==> src/rtl/syscall_unit_pkg.sv <==
// Shared syscall definitions: service codes, FSM state encoding and stall-source bits.
// Latency: n/a (types and constants only).
// Backpressure: n/a.
package syscall_unit_pkg;

  // $v0 service codes understood by the unit
  localparam logic [31:0] SYS_CODE_PRINT = 32'd34;
  localparam logic [31:0] SYS_CODE_SLEEP = 32'd32;
  localparam logic [31:0] SYS_CODE_EXIT  = 32'd10;

  // FSM encoding
  localparam int STATE_W = 2;
  typedef enum logic [STATE_W-1:0] {
    ST_IDLE  = 2'd0,
    ST_SLEEP = 2'd1,
    ST_HALT  = 2'd2,
    ST_DONE  = 2'd3
  } state_e;

  // Stall sources, OR-reduced into the pipeline stall
  localparam int STALL_SRC_W = 2;
  localparam int SRC_SLEEP   = 0;
  localparam int SRC_HALT    = 1;

endpackage

==> src/rtl/syscall_sleep_timer.sv <==
// Loadable down-counter timing a sleep syscall; expire flags the final count.
// Latency: load visible next cycle; expire is combinational from the count.
// Backpressure: none; decrements only while dec_en and count is non-zero.
module syscall_sleep_timer #(
  parameter int unsigned CNT_W = 32
) (
  input  logic             clk,
  input  logic             rst,
  input  logic             load,
  input  logic [CNT_W-1:0] load_val,
  input  logic             dec_en,
  output logic             expire
);

  logic [CNT_W-1:0] cnt_q;
  logic [CNT_W-1:0] cnt_d;

  // Next count: load wins, otherwise decrement without ever wrapping below zero
  always_comb begin
    cnt_d = cnt_q;
    if (load) begin
      cnt_d = load_val;
    end else if (dec_en && (cnt_q != '0)) begin
      cnt_d = cnt_q - CNT_W'(1);
    end
  end

  // Count register
  always_ff @(posedge clk) begin
    if (rst) begin
      cnt_q <= '0;
    end else begin
      cnt_q <= cnt_d;
    end
  end

  assign expire = (cnt_q == CNT_W'(1));

endmodule

==> src/rtl/syscall_unit.sv <==
// EX-stage syscall responder: print-hex, timed sleep, halt/resume. Optional macro SYSCALL_STATS_EN adds syscall_count.
// Latency: display_we one cycle after an accepted print; sleep stalls N+1 cycles; halt stalls until resume.
// Backpressure: drives stall combinationally; a DONE cycle follows each stall so the held syscall is not re-run.
module syscall_unit
  import syscall_unit_pkg::*;
#(
  parameter int unsigned SLEEP_SHIFT = 0,
  parameter int unsigned CNT_W       = 32,
  parameter logic [31:0] CODE_PRINT  = SYS_CODE_PRINT,
  parameter logic [31:0] CODE_SLEEP  = SYS_CODE_SLEEP,
  parameter logic [31:0] CODE_EXIT   = SYS_CODE_EXIT
) (
  input  logic        clk,
  input  logic        rst,
  input  logic        syscall_en,
  input  logic [31:0] data_v0,
  input  logic [31:0] data_a0,
  input  logic        resume,
  output logic        stall,
  output logic        halted,
  output logic [31:0] display_data,
  output logic        display_we
`ifdef SYSCALL_STATS_EN
  ,
  output logic [31:0] syscall_count
`endif
);

  localparam int unsigned WIDE_W = (CNT_W > 32) ? CNT_W : 32;

  state_e                 state_q, state_d;
  logic                   halted_q, halted_d;
  logic [31:0]            display_data_q, display_data_d;
  logic                   display_we_q, display_we_d;
  logic [STALL_SRC_W-1:0] stall_src;
  logic                   tmr_load;
  logic                   tmr_dec;
  logic                   tmr_expire;
  logic [WIDE_W-1:0]      a0_wide;
  logic [CNT_W-1:0]       sleep_cnt;

  // Scale $a0 into sleep cycles, truncated to the counter width
  always_comb begin
    a0_wide   = WIDE_W'(data_a0) << SLEEP_SHIFT;
    sleep_cnt = a0_wide[CNT_W-1:0];
  end

  syscall_sleep_timer #(
    .CNT_W (CNT_W)
  ) u_timer (
    .clk      (clk),
    .rst      (rst),
    .load     (tmr_load),
    .load_val (sleep_cnt),
    .dec_en   (tmr_dec),
    .expire   (tmr_expire)
  );

  // Next-state, stall sources and display update
  always_comb begin
    state_d        = state_q;
    halted_d       = halted_q;
    display_data_d = display_data_q;
    display_we_d   = 1'b0;
    stall_src      = '0;
    tmr_load       = 1'b0;
    tmr_dec        = 1'b0;
    case (state_q)
      ST_IDLE: begin
        if (syscall_en) begin
          if (data_v0 == CODE_PRINT) begin
            display_data_d = data_a0;
            display_we_d   = 1'b1;
          end else if ((data_v0 == CODE_SLEEP) && (sleep_cnt != '0)) begin
            stall_src[SRC_SLEEP] = 1'b1;
            tmr_load             = 1'b1;
            state_d              = ST_SLEEP;
          end else if (data_v0 == CODE_EXIT) begin
            stall_src[SRC_HALT] = 1'b1;
            halted_d            = 1'b1;
            state_d             = ST_HALT;
          end
        end
      end
      ST_SLEEP: begin
        stall_src[SRC_SLEEP] = 1'b1;
        tmr_dec              = 1'b1;
        if (tmr_expire) begin
          state_d = ST_DONE;
        end
      end
      ST_HALT: begin
        stall_src[SRC_HALT] = 1'b1;
        halted_d            = 1'b1;
        if (resume) begin
          halted_d = 1'b0;
          state_d  = ST_DONE;
        end
      end
      ST_DONE: begin
        // Release cycle: the still-held syscall is ignored here
        state_d = ST_IDLE;
      end
      default: begin
        state_d = ST_IDLE;
      end
    endcase
  end

  // State and output registers
  always_ff @(posedge clk) begin
    if (rst) begin
      state_q        <= ST_IDLE;
      halted_q       <= 1'b0;
      display_data_q <= '0;
      display_we_q   <= 1'b0;
    end else begin
      state_q        <= state_d;
      halted_q       <= halted_d;
      display_data_q <= display_data_d;
      display_we_q   <= display_we_d;
    end
  end

  assign stall        = |stall_src;
  assign halted       = halted_q;
  assign display_data = display_data_q;
  assign display_we   = display_we_q;

`ifdef SYSCALL_STATS_EN
  logic [31:0] syscall_count_q, syscall_count_d;

  // Count every syscall accepted in IDLE, no-ops included
  always_comb begin
    syscall_count_d = syscall_count_q;
    if ((state_q == ST_IDLE) && syscall_en) begin
      syscall_count_d = syscall_count_q + 32'd1;
    end
  end

  // Statistics register, wraps modulo 2^32
  always_ff @(posedge clk) begin
    if (rst) begin
      syscall_count_q <= '0;
    end else begin
      syscall_count_q <= syscall_count_d;
    end
  end

  assign syscall_count = syscall_count_q;
`endif

endmodule

==> config.mk <==
export PLATFORM = sky130hd
export DESIGN_NAME = syscall_unit
export DESIGN_NICKNAME = d
export VERILOG_FILES = /design/src/rtl/syscall_unit_pkg.sv /design/src/rtl/syscall_sleep_timer.sv /design/src/rtl/syscall_unit.sv
export SDC_FILE = /design/constraint.sdc
export NUM_CORES = 1
export LEC_CHECK = 0
export CORE_ASPECT_RATIO = 0.7
export CORE_UTILIZATION = 40
export DETAILED_ROUTE_END_ITERATION = 12
export PLACE_DENSITY_LB_ADDON = 0.05
export SYNTH_ARGS = -nofsm -noshare
export SYNTH_HDL_FRONTEND = slang
export SYNTH_SLANG_ARGS = --single-unit
==> constraint.sdc <==
create_clock -name clk -period 7.6 [get_ports clk]
set_input_delay 0.76 -clock clk [delete_from_list [all_inputs] [get_ports clk]]
set_output_delay 0.76 -clock clk [all_outputs]
set_load 0.02 [all_outputs]
==> results.ini <==
[routing]
drt_pre_antenna_iters = 5
drcViolationCount = 0
drt_iter0_markers = 276
routed-via-count = 3506
detail_route.wl_per_cell_um = 16.6
final_antenna_net_count = 0
detail_route.wirelength_mm = 10.4
drt-vias-per-instance = 5.57

[critical_path]
timing.setup.critical_path_class = input pin to output port
setup.worst_path.start_class = input pin
critical_path_peak_fanout = 6
worst_ep_required_time_ps = 6840
worst_setup_path_end_kind = output port
critical_path_arrival_ps = 3440

[clock_tree]
post_cts_resize_count = 0
clockRootBuffer = clkbuf_16
holdBufCountCts = 0
clock_sinks = 68
worstSkewPairLatency_ps = 320
cts-buffers-inserted = 9
post_cts.repair.setup_buffers = 0
ctsLongestPathBuffers = 2
clk_pin_slew_worst_paths_ps = 60
cts_tree = yes
cts_htree_levels = 3

[final_layout]
fraction_of_layout_instances_using_a_drive_strength_above_1_pct = 6.05
antenna-diode-count = 0
postLayoutCoreUtil_pct = 59.8
finalNetCount = 598
syn_to_final_growth_pct = 41.2

[yosys]
synth-warning-count = 0
synthesis.instances = 433
synthesis.nets = 507
syn-mean-instance-area_um2 = 7.90
synth_seq_cells = 68
asyncSetResetFlopFracSynth_pct = 0
synth_cell_types = 41
cell_area_synth_um2 = 3420
synth_enable_flop_cells = 0
ys.flop_type = dfxtp_1
ys_seq_area_share_pct = 39.8

[outcome]
outcome = finished clean

[global_routing]
grt_pass1_vias = 3185
track_usage_pct = 23.6
initial_antenna_violation_count = 0
grt_max_degree = 65
grt_pass1_wl_mm = 16.4
grt_overflow = 0

[timing]
tightestPinTransition_ps = 1160
fin_crit_ps = 4200
slew_limit_headroom_pct = 23.0
fmax_mhz = 238
maxSlewViolCount = 0
rsz_0062_raised_after_global_routing = no
finalSetupViolCount = 0
final_count_of_hold_timing_violations = 0
finClkSkew_ps = 5.66
final_min_period_over_clock_period_pct = 55.2
final.hold.worst_slack_ps = 450
setup_total_negative_slack_ps = 0

[die]
core_area_um2 = 8070
die_boundary_width_um = 113
num_rows = 27
start_util_pct = 42.4
pin_count = 103
fp.dieH_um = 79.4
die_area_um2 = 8930

[power_and_ir_drop]
pwr-share-seq_pct = 40.0
net_sw_share_pct = 20.3
ir_drop_mv = 0.139
intPower_uw = 710
power_share_of_the_combinational_group_pct = 5.9
powerDensity_nw_per_um2 = 185
power_leakage_nw = 1.61
clock_power_share_pct = 54.1
switching_power_uw = 181

[min_path]
worstHoldPathType = flip-flop to flip-flop

[placed_design]
io_buffer_count = 102
place_congestion = 0.821
post-dp-hpwl_mm = 7.63

[flow_run]
cap_violations = 0

[final timing paths]
path / end / start / cells past startpoint / slack [ps]
worst max-delay path: stall / data_a0[6] / 7 / 3400
worst max register to register: u_timer.cnt_q[8]$_SDFFE_PP0P_ / u_timer.cnt_q[24]$_SDFFE_PP0P_ / 7 / 4520
worst min-delay path: display_data[6]$_SDFFE_PP0P_ / display_data[6]$_SDFFE_PP0P_ / 2 / 450
worst min register to register: display_data[6]$_SDFFE_PP0P_ / display_data[6]$_SDFFE_PP0P_ / 2 / 450
[power groups by stage]
| stage | logic (mW) | registers (mW) | clock network (mW) |
|---|---|---|---|
| floorplan | 0.00817 | 0.364 | 0 |
| detailed placement | 0.0524 | 0.364 | 0 |
| finish | 0.0530 | 0.356 | 0.482 |
| CTS | 0.0528 | 0.356 | 0.484 |
| global placement | 0.0524 | 0.364 | 0 |
| global route | 0.0560 | 0.356 | 0.499 |
[state kept, by name, summed over array words and instances (netlist names)]
name           count
halted             1
state_q            2
display_data      32
display_we         1
u_timer.cnt_q     32
[metal layers]
layer	vias up	wire length (um)	track usage, %	part of all wire [%]
met5	-	0	0	0
met4	0	111	6.93	1.1
met3	9	651	6.00	6.2
met2	104	4520	36.7	43
met1	1647	5160	32.2	49
li1	1746	-	-	-
[through the flow]
| stage | total power [mW] | instances | setup WS, ps | cell area (um^2) |
|---|---|---|---|---|
| 6_report | 0.892 | 630 | 3400 | 4830 |
| 5_1_grt | 0.912 | 630 | 3230 | 4830 |
| 4_1_cts | 0.894 | 630 | 3420 | 4830 |
| 3_5_place_dp | 0.417 | 614 | 3420 | 4490 |
| 3_3_place_gp | 0.417 | 614 | 3420 | 4490 |
| 2_1_floorplan | 0.372 | 433 | 4770 | 3420 |
[cells by family after synthesis]
kind of cell / share of synthesized area [%]
simple gates: 30.6
compound gates: 17.3
flops: 39.8
buf+inv: 3.80
xor+xnor: 6.40
fa+ha+maj: 2.19
[cell usage in the layout (no fill, tap or decap), types with 3 or more instances in the layout]
cell,n
clkdlybuf4s50_1,101
nand2_1,78
dfxtp_1,68
a21oi_1,39
nor2_1,38
nor4_1,32
a211oi_1,27
xnor2_1,21
nor3_1,20
inv_1,9
o21ai_0,9
clkbuf_16,9
or3_1,7
ha_1,6
nand4_1,5
nand3_1,5
or4_1,5
or4_4,4
or2_2,4
xor2_1,4
bufinv_16,3
buf_4,3
[critical path: stages]
cell and delay (ps):
clkdlybuf4s50_1 440, nor4_1 480, nand4_1 220, o21ai_0 550, a21oi_1 120, or3_1 320, clkdlybuf4s50_1 540
[cells in the mapped netlist (4+ instances only)]
cell type | n | area, um^2
nor3_1 | 20 | 100
nor4_1 | 32 | 200
nor2_1 | 38 | 143
or2_2 | 4 | 25.0
inv_1 | 9 | 33.8
a211oi_1 | 27 | 203
xor2_1 | 4 | 35.0
xnor2_1 | 21 | 184
nand3_1 | 5 | 25.0
clkbuf_1 | 23 | 86.3
nand2_1 | 78 | 293
o21ai_0 | 9 | 45.0
nand4_1 | 5 | 31.3
a21oi_1 | 39 | 195
or4_4 | 4 | 45.0
or4_1 | 5 | 37.5
or3_1 | 7 | 43.8
dfxtp_1 | 68 | 1360
ha_1 | 6 | 75.1
[cell type report]
| type | instances | area (um^2) |
|---|---|---|
| Sequential cell | 68 | 1360 |
| Tap cell | 101 | 126 |
| Inverter | 9 | 33.8 |
| Clock buffer | 10 | 229 |
| Clock inverter | 6 | 113 |
| Fill cell | 741 | 3240 |
| Multi-Input combinational cell | 331 | 1930 |
| Timing Repair Buffer | 105 | 1040 |
Note: power is estimated with default switching activity, not from simulation.
